===== src/rtl/huffman_pkg.sv =====
// Shared types and default sizing for the canonical Huffman decoder.
package huffman_pkg;

  localparam int unsigned DEF_SYM_WIDTH = 8;
  localparam int unsigned DEF_MAX_LEN   = 16;
  localparam int unsigned DEF_NUM_SYMS  = 256;
  localparam int unsigned DEF_AW        = $clog2(DEF_NUM_SYMS);
  localparam int unsigned DEF_CW        = DEF_AW + 1;
  localparam int unsigned DEF_LW        = $clog2(DEF_MAX_LEN + 1);

  typedef enum logic [1:0] {
    ST_IDLE   = 2'd0,
    ST_BUILD  = 2'd1,
    ST_DECODE = 2'd2,
    ST_ERROR  = 2'd3
  } state_t;

endpackage


===== src/rtl/huffman_decoder_canon_table.sv =====
// Canonical code tables: per-length counts, derived first-code/offset
// tables, symbol storage and the combinational (code, len) lookup.
module huffman_canon_table
  import huffman_pkg::*;
#(
  parameter int unsigned SYM_WIDTH = DEF_SYM_WIDTH,
  parameter int unsigned MAX_LEN   = DEF_MAX_LEN,
  parameter int unsigned NUM_SYMS  = DEF_NUM_SYMS,
  parameter int unsigned AW        = $clog2(NUM_SYMS),
  parameter int unsigned CW        = AW + 1,
  parameter int unsigned LW        = $clog2(MAX_LEN + 1)
) (
  input  logic                 clk,
  input  logic                 rst,
  input  logic                 wr_en,
  input  logic                 cnt_we,
  input  logic [LW-1:0]        cnt_len,
  input  logic [CW-1:0]        cnt_val,
  input  logic                 sym_we,
  input  logic [AW-1:0]        sym_addr,
  input  logic [SYM_WIDTH-1:0] sym_data,
  input  logic                 build_go,
  output logic                 build_last_c,
  input  logic [MAX_LEN-1:0]   lk_code,
  input  logic [LW-1:0]        lk_len,
  output logic                 lk_match_c,
  output logic [SYM_WIDTH-1:0] lk_sym_c
);

  localparam int unsigned FW = MAX_LEN + 1;

  // Entry 0 of each table is never written and stays zero, so the BUILD
  // step for length 1 can read index 0 like any other length.
  logic [CW-1:0]        count_q  [MAX_LEN+1];
  logic [FW-1:0]        first_q  [MAX_LEN+1];
  logic [FW-1:0]        offset_q [MAX_LEN+1];
  logic [SYM_WIDTH-1:0] sym_mem  [NUM_SYMS];

  logic [LW-1:0] build_l;
  logic          build_act;
  logic [LW-1:0] prev_l_c;
  logic [FW-1:0] first_nx_c;
  logic [FW-1:0] offset_nx_c;
  logic [FW-1:0] diff_c;
  logic [AW-1:0] idx_c;
  logic          len_ok_c;
  logic          cnt_ok_c;

  assign cnt_ok_c     = wr_en && cnt_we && (cnt_len != '0) && (32'(cnt_len) <= MAX_LEN);
  assign build_last_c = build_act && (32'(build_l) == MAX_LEN);

  // Host writes of per-length code counts; length 0 and out-of-range ignored.
  always_ff @(posedge clk or posedge rst) begin
    if (rst) begin
      for (int i = 0; i <= int'(MAX_LEN); i++) count_q[i] <= '0;
    end else if (cnt_ok_c) begin
      count_q[cnt_len] <= cnt_val;
    end
  end

  // Symbol storage in canonical rank order; deliberately not reset.
  always_ff @(posedge clk) begin
    if (wr_en && sym_we) sym_mem[sym_addr] <= sym_data;
  end

  // Recurrence for the current BUILD length from the previous length's entries.
  always_comb begin
    prev_l_c    = build_l - LW'(1);
    first_nx_c  = (first_q[prev_l_c] + FW'(count_q[prev_l_c])) << 1;
    offset_nx_c = offset_q[prev_l_c] + FW'(count_q[prev_l_c]);
  end

  // BUILD iterator: one length per cycle, 1..MAX_LEN.
  always_ff @(posedge clk or posedge rst) begin
    if (rst) begin
      build_act <= 1'b0;
      build_l   <= '0;
      for (int i = 0; i <= int'(MAX_LEN); i++) begin
        first_q[i]  <= '0;
        offset_q[i] <= '0;
      end
    end else if (build_go) begin
      build_act <= 1'b1;
      build_l   <= LW'(1);
    end else if (build_act) begin
      first_q[build_l]  <= first_nx_c;
      offset_q[build_l] <= offset_nx_c;
      if (build_last_c) begin
        build_act <= 1'b0;
      end else begin
        build_l <= build_l + LW'(1);
      end
    end
  end

  // Codeword lookup: in range of this length's codes, and its symbol index.
  always_comb begin
    len_ok_c   = (lk_len != '0) && (32'(lk_len) <= MAX_LEN);
    diff_c     = FW'(lk_code) - first_q[lk_len];
    idx_c      = AW'(offset_q[lk_len] + diff_c);
    lk_match_c = len_ok_c && (diff_c < FW'(count_q[lk_len]));
  end

  assign lk_sym_c = sym_mem[idx_c];

endmodule


===== src/rtl/huffman_decoder.sv =====
// Bit-serial canonical Huffman decoder: control FSM, codeword accumulator
// and the bit/symbol valid-ready handshakes around the canonical tables.
module huffman_decoder
  import huffman_pkg::*;
#(
  parameter int unsigned SYM_WIDTH = DEF_SYM_WIDTH,
  parameter int unsigned MAX_LEN   = DEF_MAX_LEN,
  parameter int unsigned NUM_SYMS  = DEF_NUM_SYMS,
  parameter int unsigned AW        = $clog2(NUM_SYMS),
  parameter int unsigned CW        = AW + 1,
  parameter int unsigned LW        = $clog2(MAX_LEN + 1)
) (
  input  logic                 clk,
  input  logic                 rst,
  input  logic                 cnt_we,
  input  logic [LW-1:0]        cnt_len,
  input  logic [CW-1:0]        cnt_val,
  input  logic                 sym_we,
  input  logic [AW-1:0]        sym_addr,
  input  logic [SYM_WIDTH-1:0] sym_data,
  input  logic                 start,
  input  logic                 flush,
  output logic                 busy,
  input  logic                 bit_in,
  input  logic                 bit_valid,
  output logic                 bit_ready,
  output logic [SYM_WIDTH-1:0] sym_out,
  output logic                 sym_valid,
  input  logic                 sym_ready,
  output logic                 err
);

  state_t state, state_nx;

  // The accumulator only ever holds an unfinished codeword, so at most
  // MAX_LEN-1 bits; the candidate adds the incoming bit.
  logic [MAX_LEN-2:0]   code_q, code_nx;
  logic [LW-1:0]        len_q, len_nx;
  logic [SYM_WIDTH-1:0] sym_out_nx;
  logic                 sym_valid_nx;
  logic                 err_nx;

  logic                 build_go_c;
  logic                 build_last_c;
  logic                 tbl_wr_en_c;
  logic                 bit_hs_c;
  logic [MAX_LEN-1:0]   cand_code_c;
  logic [LW-1:0]        cand_len_c;
  logic                 lk_match_c;
  logic [SYM_WIDTH-1:0] lk_sym_c;

  assign cand_code_c = {code_q, bit_in};
  assign cand_len_c  = len_q + LW'(1);

  huffman_canon_table #(
    .SYM_WIDTH (SYM_WIDTH),
    .MAX_LEN   (MAX_LEN),
    .NUM_SYMS  (NUM_SYMS),
    .AW        (AW),
    .CW        (CW),
    .LW        (LW)
  ) u_table (
    .clk          (clk),
    .rst          (rst),
    .wr_en        (tbl_wr_en_c),
    .cnt_we       (cnt_we),
    .cnt_len      (cnt_len),
    .cnt_val      (cnt_val),
    .sym_we       (sym_we),
    .sym_addr     (sym_addr),
    .sym_data     (sym_data),
    .build_go     (build_go_c),
    .build_last_c (build_last_c),
    .lk_code      (cand_code_c),
    .lk_len       (cand_len_c),
    .lk_match_c   (lk_match_c),
    .lk_sym_c     (lk_sym_c)
  );

  // Next-state, accumulator and output-register updates.
  always_comb begin
    state_nx     = state;
    code_nx      = code_q;
    len_nx       = len_q;
    sym_out_nx   = sym_out;
    sym_valid_nx = sym_valid && !sym_ready;
    err_nx       = err;
    build_go_c   = 1'b0;
    tbl_wr_en_c  = (state == ST_IDLE) || (state == ST_ERROR);
    // A flush in the same cycle discards the offered bit.
    bit_hs_c     = bit_valid && bit_ready && !flush;

    case (state)
      ST_IDLE, ST_ERROR: begin
        if (start) begin
          state_nx   = ST_BUILD;
          build_go_c = 1'b1;
          err_nx     = 1'b0;
          code_nx    = '0;
          len_nx     = '0;
        end
      end
      ST_BUILD: begin
        if (build_last_c) state_nx = ST_DECODE;
      end
      ST_DECODE: begin
        if (bit_hs_c) begin
          if (lk_match_c) begin
            sym_out_nx   = lk_sym_c;
            sym_valid_nx = 1'b1;
            code_nx      = '0;
            len_nx       = '0;
          end else if (32'(cand_len_c) == MAX_LEN) begin
            state_nx = ST_ERROR;
            err_nx   = 1'b1;
            code_nx  = '0;
            len_nx   = '0;
          end else begin
            code_nx = cand_code_c[MAX_LEN-2:0];
            len_nx  = cand_len_c;
          end
        end
      end
      default: state_nx = ST_IDLE;
    endcase

    if (flush) begin
      code_nx = '0;
      len_nx  = '0;
    end
  end

  // State and output registers; busy/bit_ready follow the next state.
  always_ff @(posedge clk or posedge rst) begin
    if (rst) begin
      state     <= ST_IDLE;
      code_q    <= '0;
      len_q     <= '0;
      sym_out   <= '0;
      sym_valid <= 1'b0;
      err       <= 1'b0;
      busy      <= 1'b0;
      bit_ready <= 1'b0;
    end else begin
      state     <= state_nx;
      code_q    <= code_nx;
      len_q     <= len_nx;
      sym_out   <= sym_out_nx;
      sym_valid <= sym_valid_nx;
      err       <= err_nx;
      busy      <= (state_nx == ST_BUILD);
      bit_ready <= (state_nx == ST_DECODE) && !sym_valid_nx;
    end
  end

endmodule

===== config.mk =====
export PLATFORM = sky130hd
export DESIGN_NAME = huffman_decoder
export DESIGN_NICKNAME = d
export VERILOG_FILES = /design/src/rtl/huffman_pkg.sv /design/src/rtl/huffman_decoder_canon_table.sv /design/src/rtl/huffman_decoder.sv
export SDC_FILE = /design/constraint.sdc
export NUM_CORES = 2
export LEC_CHECK = 0
export CAP_MARGIN = 20
export CORE_UTILIZATION = 35
export DETAILED_ROUTE_END_ITERATION = 16
export PLACE_DENSITY_LB_ADDON = 0.05
export SYNTH_ARGS = -nofsm -noshare
export SYNTH_HDL_FRONTEND = slang
export SYNTH_SLANG_ARGS = --single-unit

===== constraint.sdc =====
create_clock -name clk -period 25.5 [get_ports clk]
set_clock_uncertainty 0.15 [all_clocks]
set_input_delay 5.1 -clock clk [delete_from_list [all_inputs] [get_ports clk]]
set_output_delay 5.1 -clock clk [all_outputs]
set_load 0.03 [all_outputs]

==> impl_results.md <==
* Status: complete, no violations
* Cell Pwr Density at 81.9 nW/um^2
* Grt ovf at 0
* TritonCTS clock tree: done
* Layout cells sized above 1 at 28.9%
* IO Port Bufs at 50
* Drt initial violations at 5199
* Final Wtd Congestion at 0.809
* Largest net degree at the start of global routing at 136
* First-pass GRT wire length at 499000 um
* Max clock buf depth at 4
* Cell Rows at 208
* Hold Buf Count CTS at 0
* Routed Wire Length at 349000 um
* Min Clock Period, post-route at 11270 ps
* Register area share after synthesis at 67.9%
* FMAX at 88.8 MHz
* Starting density of the core at 35.1%
* Peak supply drop at 84.5 uV
* Synthesized cell area at 113000 sq um
* Syn avg cell area at 17.9 sq um
* Die Wd at 570 um
* Vias in the first global route at 63100
* Max-slew violation count at 0
* DP Wirelength at 213000 um
* Syn-to-layout area delta at 13.9%
* WL per Instance at 31.8 um
* Yosys reg bits at 2649
* Worst path required time at 26150 ps
* Pre-Repair DR Iteration Count at 6
* Post-DRT Antenna Nets at 0
* Die height at 570 um
* Crit-path slowest cell: fa_4
* Setup TNS at 0 ps
* Cell mode on critical path: buf_4
* Worst path max stage delay at 1060 ps
* TritonCTS Sinks at 2649
* Final period utilization at 44.2%
* Vias/cell at 5.52
* Setup Buffers After CTS at 0
* Total power at 10.5 mW
* FILL cells at 29000
* Vias at 60700
* Nets at 6544
* H-tree depth at 5
* Slew headroom at 20.0%
* Fin. Hold Viols at 0
* CP Cell Sequence: clkdlybuf4s50_1, ha_4, inv_1, fa_4, buf_12, buf_4, buf_4, buf_4, mux4_2, mux4_2, mux2_4, a22oi_1, o211ai_1, mux2_2
* Critical path class: input port to flip-flop
* Initial antenna violation count at 9
* Synth warn at 0
* Post-cts gate resize count at 0
* Later-pin clock latency in the skew report at 900 ps
* Final setup viols at 0
* HP Class: flip-flop to flip-flop
* Synth Instances at 6297
* Syn_nets at 6394
* Cell variety after synth at 85
* RSZ-0062 raised after global routing: false
* Final hold slack at 247 ps
* Clock-pin transition on the worst setup and hold timing paths at 60 ps
* DRC at 0
* Core area at 321000 sq um
* Leakage power at 43.9 nW
* CP Launch Type: input port
* Die area at 324000 sq um
* CP Capture Type: flip-flop
* Least-Margin Pin Slew at 1200 ps
* GRT Overall Usage at 21.5%
* Clock root buffer: clkbuf_16
* CP max FO at 116
* Number of max-cap violations at 0
* Number of enable flip-flop cells after synthesis at 2048
* Synth Flop Type: edfxtp_1
* I/O pin total at 51
* CTS buffer count at 306
* Critical Path AT at 11920 ps
* Asr flop ratio synth at 22.7%
-- cell type report --
cell class / count / area (sq um) / area share (%)
Clock inverter: 146 / 1280 / 1.00
Clock buffer: 388 / 8090 / 6.30
Antenna cell: 5 / 12.5 / 0.00974
Timing Repair Buffer: 278 / 2390 / 1.86
Tap cell: 4305 / 5390 / 4.20
Inverter: 40 / 158 / 0.123
Sequential cell: 2649 / 76500 / 59.6
Multi-Input combinational cell: 3172 / 34500 / 26.9
-- final timing paths --
path                            depth (start not counted)                    to  slack, ps                 start
max in group asynchronous                               4  u_table.first_q[223]      18170                   rst
min in group asynchronous                               2   u_table.count_q[69]       4630                   rst
worst max-delay path                                   14            sym_out[2]      14230                bit_in
worst max register to register                         19            sym_out[2]      15540              len_q[0]
worst min-delay path                                    0  u_table.count_q[152]        250  u_table.count_q[152]
worst min register to register                          0  u_table.count_q[152]        250  u_table.count_q[152]
-- cells in the final DEF (no fill, tap or decap), types with 156 or more instances in the layout --
cell type and n:
buf_4 208, nor2_1 324, o21ai_0 291, clkbuf_16 308
edfxtp_1 2048, mux4_2 885, dfrtp_1 599, nand2_1 602
nand3_1 156, mux2_2 313
-- cells by family (layout without fill, tap and decap cells) --
group | count (synthesis) | in the layout | share of synthesized area (%)
fa+ha+maj | 58 | 58 | 0.664
buf+inv | 476 | 852 | 1.81
mux | 1251 | 1251 | 21.4
xor+xnor | 46 | 46 | 0.434
simple gates | 1265 | 1265 | 4.78
compound gates | 552 | 552 | 3.07
flops | 2649 | 2649 | 67.9
other cells | 0 | 5 | 0
-- cell usage after synthesis (6+ instances only) --
library cell,count,area (sq um)
a211oi_1,19,143
a21o_1,10,75.1
a21oi_1,48,240
a221o_1,6,60.1
a22o_1,19,166
a22oi_1,9,67.6
a31oi_1,12,75.1
a32o_1,32,320
a32oi_1,25,219
and3_1,10,62.6
buf_1,24,90.1
buf_2,108,541
buf_4,21,158
clkbuf_1,278,1040
dfrtp_1,601,15000
edfxtp_1,2048,61500
ha_1,55,688
inv_1,39,146
mux2_2,313,3520
mux2i_1,45,450
mux4_2,885,19900
nand2_1,619,2320
nand2b_1,15,93.8
nand3_1,165,826
nand4_1,22,138
nor2_1,326,1220
nor2b_1,20,125
nor3_1,29,145
nor3b_1,6,45.0
nor4_1,8,50.1
o211ai_1,7,52.6
o21a_1,9,67.6
o21ai_0,292,1460
o21bai_1,7,52.6
o22ai_1,18,113
or3_1,15,93.8
xnor2_1,25,219
xor2_1,14,123
-- power breakdown --
part           internal [mW]  total [mW]  switching, mW  leakage, nW
clock network           2.40        4.21           1.81         4.60
logic                  0.597        1.61           1.01         12.5
registers               4.67        4.70         0.0293         26.8
total                   7.67        10.5           2.84         43.9
-- per-layer routing --
| metal | up-vias | wire length, um | GRT usage [%] |
|---|---|---|---|
| li1 | 25500 | - | - |
| met1 | 33200 | 153000 | 29.7 |
| met2 | 1508 | 173000 | 36.2 |
| met3 | 471 | 14000 | 2.39 |
| met4 | 8 | 9120 | 5.57 |
| met5 | - | 324 | 0 |
-- registers in the layout, summed over array words and instances, names as in the netlist --
register	cells
bit_ready	1
len_q	5
u_table.build_l	5
busy	1
u_table.offset_q	136
code_q	15
u_table.sym_mem	2048
err	1
state	2
u_table.build_act	1
sym_valid	1
u_table.count_q	153
sym_out	8
u_table.first_q	272
-- critical path, delay by kind of cell --
family / cells / cell delay (ps)
adder cells (fa/ha/maj): 2 / 1270
buffers and inverters: 6 / 3470
AO/OA/AOI/OAI: 2 / 380
multiplexers: 4 / 1500
-- stage by stage --
stage / area (sq um) / cells / setup WS, ps / util, %
after floorplan: 113000 / 6297 / 3430 / -
after detailed placement: 119000 / 10400 / 13080 / 37.0
after CTS: 128000 / 11000 / 14110 / 40.0
after global routing: 128000 / 11000 / 14010 / 40.0
after global placement: 119000 / 10400 / 13130 / 37.0
final: 128000 / 11000 / 14230 / 40.0
Power figures use the tool's default switching activity.
